## src/rtl/rf_pkg.sv

```systemverilog
// Shared types and sizing for the register-file writeback arbiter slice.
package rf_pkg;

   localparam int XLEN         = 32;
   localparam int AW           = 5;
   localparam int NREG         = 1 << AW;
   localparam int LQ_DEPTH     = 4;
   localparam int STARVE_LIMIT = 3;

   // One register-file write: destination plus data.
   typedef struct packed {
      logic [AW-1:0]   rd;
      logic [XLEN-1:0] wd;
   } wb_req_t;

endpackage

```

## src/rtl/rf_wb_fifo.sv

```systemverilog
// Small synchronous FIFO holding buffered L-unit writeback results.
// The pointers carry one extra wrap bit so that full and empty can be told apart.
module rf_wb_fifo
   import rf_pkg::*;
#(
   parameter int DEPTH = LQ_DEPTH
) (
   input  logic    clk,
   input  logic    rst,
   input  logic    push,
   input  wb_req_t din,
   input  logic    pop,
   output logic    full,
   output logic    empty,
   output wb_req_t head
);

   localparam int IW = $clog2(DEPTH);
   localparam int PW = IW + 1;

   logic [PW-1:0] wptr;
   logic [PW-1:0] rptr;
   wb_req_t       mem [DEPTH];

   // Full when the wrap bits differ and the index bits match.
   assign full  = (wptr[IW] != rptr[IW]) && (wptr[IW-1:0] == rptr[IW-1:0]);
   assign empty = (wptr == rptr);
   assign head  = mem[rptr[IW-1:0]];

   // Pointer update; pushes into a full FIFO and pops from an empty one are ignored.
   always_ff @(posedge clk) begin
      if (rst) begin
         wptr <= '0;
         rptr <= '0;
      end else begin
         if (push && !full) wptr <= wptr + PW'(1);
         if (pop && !empty) rptr <= rptr + PW'(1);
      end
   end

   // Storage write; contents need no reset because the pointers define validity.
   always_ff @(posedge clk) begin
      if (push && !full) mem[wptr[IW-1:0]] <= din;
   end

endmodule

```

## src/rtl/rf_wb_arbiter.sv

```systemverilog
// Shares the register file's single write port between the in-order pipeline
// writeback (P) and a variable-latency unit (L) whose results are queued.
// P has priority unless the queued L head has lost STARVE_LIMIT times in a row.
// A pending bitmap tracks in-flight L destinations for decode hazard stalls.
//
// Handshakes: every channel transfers on a cycle where valid && ready are both
// high at the posedge; ready never depends on the same channel's valid.
//   p_ready   = !force_l
//   l_ready   = !full
//   iss_ready = !pending[iss_rd]
module rf_wb_arbiter
   import rf_pkg::*;
#(
   parameter int LQ_DEPTH_P     = LQ_DEPTH,
   parameter int STARVE_LIMIT_P = STARVE_LIMIT
) (
   input  logic            clk,
   input  logic            rst,
   input  logic            p_valid,
   input  logic [AW-1:0]   p_rd,
   input  logic [XLEN-1:0] p_wd,
   output logic            p_ready,
   input  logic            l_valid,
   input  logic [AW-1:0]   l_rd,
   input  logic [XLEN-1:0] l_wd,
   output logic            l_ready,
   input  logic            iss_valid,
   input  logic [AW-1:0]   iss_rd,
   output logic            iss_ready,
   input  logic [AW-1:0]   rs1,
   input  logic [AW-1:0]   rs2,
   output logic            stall,
   output logic            we3,
   output logic [AW-1:0]   rd,
   output logic [XLEN-1:0] wd3
);

   localparam int STW = $clog2(STARVE_LIMIT_P + 1);

   logic            full;
   logic            empty;
   wb_req_t         head;
   wb_req_t         l_req;
   logic            push;
   logic            pop;
   logic            force_l;
   logic            grant_l;
   logic            grant_p;
   logic            iss_fire;
   logic [STW-1:0]  starve_cnt;
   logic [STW-1:0]  starve_nxt;
   logic [NREG-1:0] pending;
   logic [NREG-1:0] pending_nxt;

   assign l_req = '{rd: l_rd, wd: l_wd};

   rf_wb_fifo #(
      .DEPTH (LQ_DEPTH_P)
   ) u_fifo (
      .clk   (clk),
      .rst   (rst),
      .push  (push),
      .din   (l_req),
      .pop   (pop),
      .full  (full),
      .empty (empty),
      .head  (head)
   );

   // Arbitration and handshake readies: forced L head, then P, then any L head.
   always_comb begin
      force_l   = (starve_cnt == STW'(STARVE_LIMIT_P)) && !empty;
      grant_l   = force_l || (!p_valid && !empty);
      grant_p   = !force_l && p_valid;
      p_ready   = !force_l;
      l_ready   = !full;
      push      = l_valid && !full;
      pop       = grant_l;
      iss_ready = !pending[iss_rd];
      iss_fire  = iss_valid && iss_ready && (iss_rd != '0);
      stall     = pending[rs1] | pending[rs2];
   end

   // Next pending bitmap: the popped head clears its bit, a new issue sets one; set wins.
   always_comb begin
      pending_nxt = pending;
      if (pop)      pending_nxt[head.rd] = 1'b0;
      if (iss_fire) pending_nxt[iss_rd]  = 1'b1;
      pending_nxt[0] = 1'b0;
   end

   // Next starvation count: counts consecutive P wins over a waiting L head.
   always_comb begin
      starve_nxt = starve_cnt;
      if (empty || grant_l) begin
         starve_nxt = '0;
      end else if (grant_p && (starve_cnt != STW'(STARVE_LIMIT_P))) begin
         starve_nxt = starve_cnt + STW'(1);
      end
   end

   // Bookkeeping registers: pending bitmap and starvation counter.
   always_ff @(posedge clk) begin
      if (rst) begin
         pending    <= '0;
         starve_cnt <= '0;
      end else begin
         pending    <= pending_nxt;
         starve_cnt <= starve_nxt;
      end
   end

   // Write-port register: one cycle after the grant; x0 grants keep we3 low.
   always_ff @(posedge clk) begin
      if (rst) begin
         we3 <= 1'b0;
         rd  <= '0;
         wd3 <= '0;
      end else if (grant_l) begin
         we3 <= (head.rd != '0);
         rd  <= head.rd;
         wd3 <= head.wd;
      end else if (grant_p) begin
         we3 <= (p_rd != '0);
         rd  <= p_rd;
         wd3 <= p_wd;
      end else begin
         we3 <= 1'b0;
      end
   end

endmodule

```

## config.mk

```make
export PLATFORM = sky130hd
export DESIGN_NAME = rf_wb_arbiter
export DESIGN_NICKNAME = d
export VERILOG_FILES = /design/src/rtl/rf_pkg.sv /design/src/rtl/rf_wb_fifo.sv /design/src/rtl/rf_wb_arbiter.sv
export SDC_FILE = /design/constraint.sdc
export NUM_CORES = 1
export LEC_CHECK = 0
export CAP_MARGIN = 10
export CORE_MARGIN = 8
export CORE_UTILIZATION = 55
export CTS_CLUSTER_DIAMETER = 40
export DETAILED_ROUTE_END_ITERATION = 16
export PLACE_DENSITY = 0.8
export SYNTH_ARGS = -nofsm -noshare
export SYNTH_HDL_FRONTEND = slang
export SYNTH_SLANG_ARGS = --single-unit
```

## constraint.sdc

```tcl
create_clock -name clk -period 2.61 [get_ports clk]
set_input_delay 0.3915 -clock clk [delete_from_list [all_inputs] [get_ports clk]]
set_output_delay 0.3915 -clock clk [all_outputs]
set_load 0.005 [all_outputs]
```

---- After elaboration in Yosys (flattened, before gate mapping) ----
Memory sizes are Yosys's and may differ from the RTL's. A register that Yosys moved wholly into a read port is not among the register bits.
Cells that the tools add are included.
storage, ports and cells
  register bits after elaboration ......... 78
  memory bits (writable) .................. 148
  input bits .............................. 94
  output and inout bits ................... 42
  word-level logic and storage cells ...... 73
  memories kept ........................... 1
memory list
  name        depth  width  rd ports  clocked after memory_dff  wr ports  line              RTL
  u_fifo.mem  4      37     1         1                         1         rf_wb_fifo.sv:23  wb_req_t mem [DEPTH];
operators by class
  $add $sub $neg .......................... 3
  magnitude comparators ................... 6
  eq/ne operators ......................... 5
  mux-type cells .......................... 22
  bitwise gates (word level) .............. 4
  reduce and logical (&&, ||, !) cells .... 24
operators by type and width
  operator                                                                      number
  32-bit two-way mux                                                            4
  32-bit AND                                                                    1
  32-bit inverter                                                               1
  32-bit OR                                                                     1
  5-bit by 6-bit less-than comparator with 1-bit output, second input constant  4
  1-bit binary-select mux with 5-bit select                                     3
  5-bit nonzero test                                                            3
  1-bit logical AND                                                             12
  1-bit demux with 5-bit select                                                 2
  5-bit by 1-bit >= comparator with 1-bit output, second input constant         2
  5-bit two-way mux                                                             2
  1-bit two-way mux                                                             9
  3-bit by 1-bit adder with 3-bit output, second input constant                 2
  1-bit logical NOT                                                             5
  2-bit two-way mux                                                             2
  3-bit equality test                                                           1
  2-bit by 1-bit adder with 2-bit output, second input constant                 1
  2-bit equality test                                                           1
  2-bit equality test, second input constant                                    1
  1-bit logical OR                                                              2
  2-bit != test, second input constant                                          1
  2-bit nonzero test                                                            1
  2-bit OR reduction                                                            1
  1-bit != test                                                                 1
  1-bit OR                                                                      1

---- Longest topological paths before layout ----
Gate-level depths: netlist of the first run.
  depth in word-level cells ............... 9
  gate-level depth with buffers ........... 8
  depth with buffers taken out ............ 6

---- Hierarchy ----
Synthesis of the first run repeated with hierarchy kept, for this count alone.
second synthesis, totals
  cell total of the unflattened synthesis .. 720
  area, all modules ....................... 10020.9 um2
modules (own cells, without submodules)
  module         times used  cells an instance  area an instance (um2)  sequential area each (um2)
  rf_wb_fifo     1           261                5905.7                  4604.4
  rf_wb_arbiter  1           459                4115.2                  1421.4

---- Least setup slack after synthesis of the first run ----
No wires, ideal clock.
  path type ............................... register -> register
  start point ............................. register u_fifo.wptr[0]
  end point ............................... memory u_fifo.mem[3][0] (netlist name) (enable)
  library setup time ...................... 399 ps
  data arrival time ....................... 1913 ps
  required time ........................... 2211 ps
  path slack .............................. 298 ps
  cell stages (with the launch flop) ...... 4
  buffers on the path ..................... 0
  clock period less this slack ............ 2312 ps
  cells stage by stage .................... dfxtp_1 > xnor2_1 > a31oi_1 > and2_1
on the way
  word-level cells in the longest chain between the ends .. 7
RTL lines
  element                                  line                                   RTL
  from (decl)                              rf_wb_fifo.sv:21                       logic [PW-1:0] wptr;
  from (signal assigned)                   rf_wb_fifo.sv:36                       if (push && !full) wptr <= wptr + PW'(1);
  2-bit equality test                      rf_wb_fifo.sv:26                       assign full = (wptr[IW] != rptr[IW]) && (wptr[IW-1:0] == rptr[IW-1:0]);
  1-bit logical AND                        rf_wb_fifo.sv:26
  1-bit logical NOT                        rf_wb_fifo.sv:43, rf_wb_arbiter.sv:77
  1-bit logical AND                        rf_wb_arbiter.sv:77                    push = l_valid && !full;
  1-bit logical AND                        rf_wb_fifo.sv:43                       if (push && !full) mem[wptr[IW-1:0]] <= din;
  1-bit two-way mux                        rf_wb_fifo.sv:43
  1-bit two-way mux (not written as such)  rf_wb_fifo.sv:43
  to (decl)                                rf_wb_fifo.sv:23
Parallel ways exist; a longest one is shown, timed or not.

---- Worst setup path after layout of the first run ----
  start point ............................. register pending[15]
  end point ............................... output port stall
on the way
  word-level cells in the longest chain between the ends .. 3
  elaborated cells between the ends (all ways) .. 5
  classes of those cells .................. mux: 4; bitwise: 1
RTL lines
  element                                    line                  RTL
  from (decl)                                rf_wb_arbiter.sv:52   logic [NREG-1:0] pending;
  from (signal assigned)                     rf_wb_arbiter.sv:108  pending <= pending_nxt;
  1-bit binary-select mux with 5-bit select  rf_wb_arbiter.sv:81   stall = pending[rs1] | pending[rs2];
  1-bit two-way mux (not written as such)    rf_wb_arbiter.sv:81
  1-bit OR *                                 rf_wb_arbiter.sv:81
  to (decl)                                  rf_wb_arbiter.sv:32   output logic stall,
Every way passes the cells marked *; elsewhere a longest branch is shown, timed or not. The select of a mux whose other input is x is not followed.

==> metrics, run 1 <==
status finished with violations; failing checks negative setup slack; crit path cell chain mux4_2, and4b_1, a41oi_2, nand4_1, or4_1, buf_2; CTS tree built; routability-driven placement congestion ratio between 0.9 and 1; Max stage delay on crit path 0.46 ns; unrepaired setup endpoints after global routing yes; minimum clock period 2.707 ns; Routed Antenna Nets 0; CP Class flip-flop to output pin; R2R Setup Slk approximately 0.43 ns; largest net degree at the start of global routing 75; clk sinks approximately 230; Setup Viol. Count Final 1; # H-tree levels 1; Post-Syn Area around 9700 sq um; post-synthesis xor/xnor area fraction 0.007256; initial antenna violation count 2; FILL cells 1037; Reg-to-Reg End pending[3]; FF-to-FF path depth 4; number of max-cap violations 0; Slew Limit Headroom 0.4848; hold path start rst; Initial Util 0.5602; Worst-Skew Late Latency roughly 0.52 ns; post-synth cell types 52; via-per-instance ratio 6.074; hold depth 2; Mapped Cells 634; number of synthesized register bits 227; Total Routing Usage GR 0.2175; total CTS buffers 29; PwrDens 797.2 nW/um^2; critical path startpoint category flip-flop; most common cell after layout, fill and taps aside edfxtp_1; Synth Net Count 734; core area approximately 17000 sq um; Worst Max-Slew Pin Slew around 0.77 ns; row count 48; vias in the first global route 6744; Setup Fix Bufs, Post-CTS 0; Main synth FF type edfxtp_1; Compound-Gate Fraction of Synth Area 0.08228; hold worst-path end u_fifo.rptr[0]; fmax 369.4 MHz; Final #Nets between 900 and 1000; Final Max Tran Viols 0; die area around 22000 sq um; DR iter-0 viols 453; wire per inst 22.81 microns; Worst Path Required about 2.2 ns; setup ws final -0.09683 ns; Final Skew roughly 0.014 ns; DRT Wirelength 23970 microns; post-synthesis mux area share 0.1829; clock root buffer clkbuf_16; number of synthesized flops with an enable pin ~150; first-pass GRT wire length ~38000 microns; Critical Path Fanout Max 3; main combinational cell family by area after synthesis multiplexers; die height 148.5 microns; Vias 6384; total gr overflow 0; DR pass1 iterations 4; Worst VDD drop 712.1 uV; final core utilization 0.7263; setup TNS -0.09683 ns; simple-gate share of the synthesized area 0.07308; Worst-path clk slew 0.06 ns; Area Growth Syn to Fin 29.63%; Critical Path Sink Type output pin; final clock period utilization by the worst path 1.037; LEAKAGE around 4.3 nW; I/O Buffers between 100 and 150; DIE WIDTH 148.5 microns; Reg area 6043 sq um; most frequent cells in the layout 148 x edfxtp_1, 126 x clkdlybuf4s50_1, 65 x dfxtp_1; sequential area share after synthesis 0.6240; Max clock buf depth 3; adder-cell area share of the yosys netlist 0.007774; Async SR Flop Fraction 0; share of layout cells above drive strength 1 0.2339; Hold Vio Cnt, Final 0; Arrival @ worst endpoint 2.32 ns; DRC 0; critical path's slowest cell mux4_2; boundary pin count approximately 140; Avg Cell Area, Syn 15.23 sq um; area of the multi-input gates about 3500 sq um; Yosys warning total 0; Post-DP HPWL 16140 microns; hold crit path type input pin to flip-flop
## kinds of logic after synthesis
group / count (synthesis)
adder cells (fa/ha/maj): 6
AND/OR/NAND/NOR: 132
XOR/XNOR: 8
buffers and inverters: 48
multiplexers: 103
flip-flops: 227
AO/OA/AOI/OAI: 110
## worst max-delay path by stage
stage	slack (ns)	endpoint	start	depth (start not counted)
floorplan	0.30	u_fifo.mem[3][0]	u_fifo.wptr[0]	3
global placement	-0.69	stall	rs2[1]	7
detailed placement	-0.70	stall	rs2[1]	7
CTS	-0.11	stall	pending[14]	6
global route	-0.17	stall	pending[15]	6
finish	-0.1	stall	pending[15]	6
## metal layers
metal	track usage	wire [microns]	up-vias
met5	0	13	-
met4	0.09281	881	2
met2	0.3627	11980	265
met3	0.05378	1616	67
li1	-	-	2887
met1	0.2646	9472	3163
## state kept, by name, summed over array words and instances, names as in the netlist, named ones only
name,flops
u_fifo.rptr,3
u_fifo.wptr,3
pending,31
rd,5
we3,1
wd3,32
u_fifo.mem,148
starve_cnt,2
## worst max-delay path: cells and delay by family (launching register included)
kind | cells | cell delay (ns)
AOI/OAI and AO/OA | 1 | 0.16
DFF | 1 | 0.33
buffers and inverters | 1 | 0.14
muxes | 1 | 0.46
and+or+nand+nor | 3 | 0.72
## cells in the mapped netlist (all sizes together), types with 2 or more instances
master | n | area share
mux2 | 2 | 0.0023
or2 | 2 | 0.0013
nand3 | 10 | 0.0070
o211ai | 28 | 0.022
nor3 | 2 | 0.0016
mux4 | 58 | 0.14
nand2 | 19 | 0.0074
nor3b | 3 | 0.0023
and3b | 2 | 0.0018
and3 | 3 | 0.0019
o21ai | 13 | 0.0067
or4 | 3 | 0.0023
a31oi | 3 | 0.0019
a211oi | 37 | 0.029
nor2b | 8 | 0.0052
ha | 6 | 0.0078
xor2 | 2 | 0.0018
a21oi | 5 | 0.0026
xnor2 | 6 | 0.0054
a31o | 2 | 0.0018
edfxtp | 148 | 0.46
clkbuf | 23 | 0.0089
inv | 5 | 0.0019
nor2 | 53 | 0.021
o211a | 2 | 0.0021
a32o | 2 | 0.0021
buf | 20 | 0.012
and2 | 6 | 0.0039
nand3b | 6 | 0.0060
mux2i | 43 | 0.045
nand4b | 4 | 0.0036
nand2b | 4 | 0.0026
o31ai | 14 | 0.011
dfxtp | 79 | 0.16
nand4 | 3 | 0.0019
## where the power goes
group          switching [mW]  internal, mW
clock network            1.58          2.21
logic                   0.922         0.993
registers               0.159          4.12
## timing repair
item | 4_1_cts | 5_1_grt
pin swaps | 4 | 2
resized for setup | 36 | 5
endpoints found under the setup margin | 2 | 3
hold buffers | 0 | 0
## cell type report
| class | count | area share |
|---|---|---|
| repair buffers | 181 | 0.1397 |
| multi-input cells | 359 | 0.2774 |
| inverters | 5 | 0.001499 |
| well taps | 225 | 0.02249 |
| flip-flops and latches | 227 | 0.4828 |
| clock buffers | 33 | 0.05917 |
| diodes | 1 | 0.0001999 |
| clock inverters | 20 | 0.01679 |
## stage by stage
stage | instances | setup WS, ns | hold slack [ns] | total power [mW] | cell area [sq um]
floorplan | 634 | 0.2979 | 0.3962 | 5.419 | 9657
global placement | 997 | -0.6884 | 0.4029 | 6.176 | 11510
detailed placement | 997 | -0.6985 | 0.4393 | 6.241 | 11510
CTS | 1050 | -0.1103 | 0.3135 | 10.06 | 12490
global route | 1051 | -0.1735 | 0.3459 | 10.38 | 12520
finish | 1051 | -0.09683 | 0.3242 | 9.979 | 12520
Power figures use the tool's default switching activity.
==> inputs of run 2 (changes only) <==
--- a/config.mk
+++ b/config.mk
@@ -5,12 +5,14 @@
 export SDC_FILE = /design/constraint.sdc
 export NUM_CORES = 1
 export LEC_CHECK = 0
-export CAP_MARGIN = 10
+export ABC_AREA = 1
+export CAP_MARGIN = 30
 export CORE_MARGIN = 8
 export CORE_UTILIZATION = 55
 export CTS_CLUSTER_DIAMETER = 40
 export DETAILED_ROUTE_END_ITERATION = 16
 export PLACE_DENSITY = 0.8
+export SKIP_CTS_REPAIR_TIMING = 1
 export SYNTH_ARGS = -nofsm -noshare
 export SYNTH_HDL_FRONTEND = slang
 export SYNTH_SLANG_ARGS = --single-unit
==> run 2 against run 1 <==
Against the previous run:
- the run now ends clean
- combinational power increased by 19%
- die area is 4.7% higher
- clock power rose by 16%
- area after synthesis grew 5.3%
- design area increased by 5.1%
- sequential power barely moved
- flip-flop and latch count is the same
- synthesized cell count up 77%
- worst setup slack improved by 0.17 ns
- critical path type unchanged
- largest cell class unchanged
- highest routed layer is now met4
==> metrics, run 2 <==
status completed; initial antenna violation count 0; post-synth top area cell edfxtp_1; Worst-path clk slew 0.06 ns; pre-CTS setup slack -0.03110 ns; number of max-cap violations 0; top-count cell post-synth nand2_1; Initial Util 0.5639; Synth Net Count between 1000 and 1500; Post-DP HPWL 18120 microns; Placed Area ~12000 sq um; R2R Setup Slk 0.54 ns; minimum clock period 2.541 ns; design area 13150 sq um; Final #Nets 1371; most common cell after layout, fill and taps aside nand2_1; via-per-instance ratio 5.776; Yosys top cell area share 0.4372; Reg area 6046 sq um; Post-Syn Area approximately 10000 sq um; DRT Wirelength 28210 microns; CP Class flip-flop to output pin; Critical path origin pending[25]; total gr overflow 0; max reg flops 148; die area about 23000 sq um; most frequent cells in the layout 234 x nand2_1, 148 x edfxtp_1, 133 x nor2_1; fmax ~400 MHz; area of the multi-input gates 3570 sq um; Critical Path Fanout Max 4; clk sinks 227; core area 18020 sq um; LEAKAGE roughly 5.2 nW; Total Routing Usage GR 0.2322; Worst-Skew Late Latency 0.54 ns; DIE WIDTH between 150 and 200 microns; DRC 0; Setup Viol. Count Final 0; Worst Path Required 2.22 ns; row count 49; post-synth cell types 33; Slew Limit Headroom 0.5430; boundary pin count 136; # H-tree levels 1; FILL cells 1238; Arrival @ worst endpoint 2.15 ns; Worst VDD drop 628.6 uV; routability-driven placement congestion ratio between 0.9 and 1; sequential area share after synthesis 0.5928; vias in the first global route 8726; FF-to-FF path depth 11; crit path to stall; Routed Antenna Nets 0; Yosys warning total 0; final core utilization 0.7298; Avg Cell Area, Syn 9.068 sq um; PwrDens 831.8 nW/um^2; cells taking the most area after synthesis edfxtp_1 44%, dfxtp_1 16%, nand2_1 8.6%, o21ai_0 5.7%, nor2_1 5.1%; largest net degree at the start of global routing 42; critical path startpoint category flip-flop; Max clock buf depth 3; total CTS buffers 31; hold crit path type flip-flop to flip-flop; Area Growth Syn to Fin 29.41%; first-pass GRT wire length 44490 microns; number of synthesized register bits around 230; CTS tree built; post-placement cell count about 1500; share of layout cells above drive strength 1 0.1181; die height 151.9 microns; Cell Count, Final, Fillers Out 1524; clock root buffer clkbuf_16; DR pass1 iterations 6; Vias just under 9000; Worst Max-Slew Pin Slew 0.6838 ns; Critical Path Sink Type output pin; Async SR Flop Fraction 0; Final Max Tran Viols 0; wire per inst 18.51 microns; Hold Vio Cnt, Final 0; number of synthesized flops with an enable pin 148; Main synth FF type edfxtp_1; DR iter-0 viols ~940; Final Skew 0.01716 ns; I/O Buffers 135; final clock period utilization by the worst path 0.9736; Reg-to-Reg End pending[4]; Synth top cells by count 234 x nand2_1, 148 x edfxtp_1, 137 x nor2_1, 115 x o21ai_0, 86 x nand3_1; Antenna Cells 0; Mapped Cells 1121; setup ws final 0.06887 ns
-- run 2: cell count changes after synthesis, moves of 16 or more --
| cell | before | now |
|---|---|---|
| mux4_2 | 56 | 0 |
| o22ai_1 | 0 | 37 |
| mux2i_1 | 43 | 0 |
| nor2_1 | 53 | 137 |
| inv_1 | 5 | 79 |
| a21oi_1 | 5 | 53 |
| o21ai_0 | 12 | 115 |
| clkbuf_1 | 23 | 39 |
| nand2_1 | 19 | 234 |
| nand3_1 | 8 | 86 |
| a211oi_1 | 37 | 0 |
-- run 2: where the power goes --
part	switching [mW]	internal [mW]
sequential	0.135	4.13
clock	1.60	2.80
combinational	1.37	0.904
-- run 2: logic make-up (layout without fill, tap and decap cells) --
logic type,count (synthesis),after routing,share of synthesized area
AND/OR/NAND/NOR,476,476,0.1908
adder cells (fa/ha/maj),6,6,0.007385
XOR/XNOR,3,3,0.002585
buffers and inverters,153,327,0.06401
AO/OA/AOI/OAI,256,256,0.1424
flip-flops,227,227,0.5928
-- run 2: critical path, cell delays in order (launching register included) --
cell and delay (ns):
dfxtp_1 0.44, o21ai_0 0.15, o22ai_1 0.14, nand2_1 0.07, nand2_1 0.07, a21oi_1 0.05, o21ai_0 0.08, nand2_1 0.07
nand2_1 0.06, clkdlybuf4s50_1 0.49
-- run 2: worst min path at each step --
stage | from | endpoint | slack, ns | cells past startpoint
after global placement | starve_cnt[0] | starve_cnt[0] | 0.41 | 1
after detailed placement | starve_cnt[0] | starve_cnt[0] | 0.42 | 1
after CTS | starve_cnt[0] | starve_cnt[0] | 0.43 | 1
final | starve_cnt[0] | starve_cnt[0] | 0.43 | 1
after global routing | starve_cnt[0] | starve_cnt[0] | 0.46 | 1
after floorplan | starve_cnt[0] | starve_cnt[0] | 0.40 | 1
-- run 2: routing by layer --
metal,GRT usage,vias to the layer above,part of all wire
li1,-,4133,-
met5,0,-,0
met4,0.09571,0,0.036
met1,0.2871,4101,0.39
met3,0.05730,85,0.11
met2,0.3817,484,0.47
-- run 2: cell type report --
cell class                 instances  area share
tap                              229     0.02178
clock inverter                    22     0.02311
sequential                       227      0.4596
clock buffer                      35     0.06012
timing repair buffer             181      0.1381
multi-input combinational        741      0.2714
inverter                          89     0.02587
-- run 2: per-stage QoR --
step,total power [mW],hold slack [ns],TNS [ns]
floorplan,5.577,0.3983,-26.23
global placement,6.482,0.4080,0
detailed placement,6.548,0.4247,-0.03110
CTS,10.95,0.4316,-0.03877
global route,11.40,0.4570,-0.04552
finish,10.94,0.4284,0
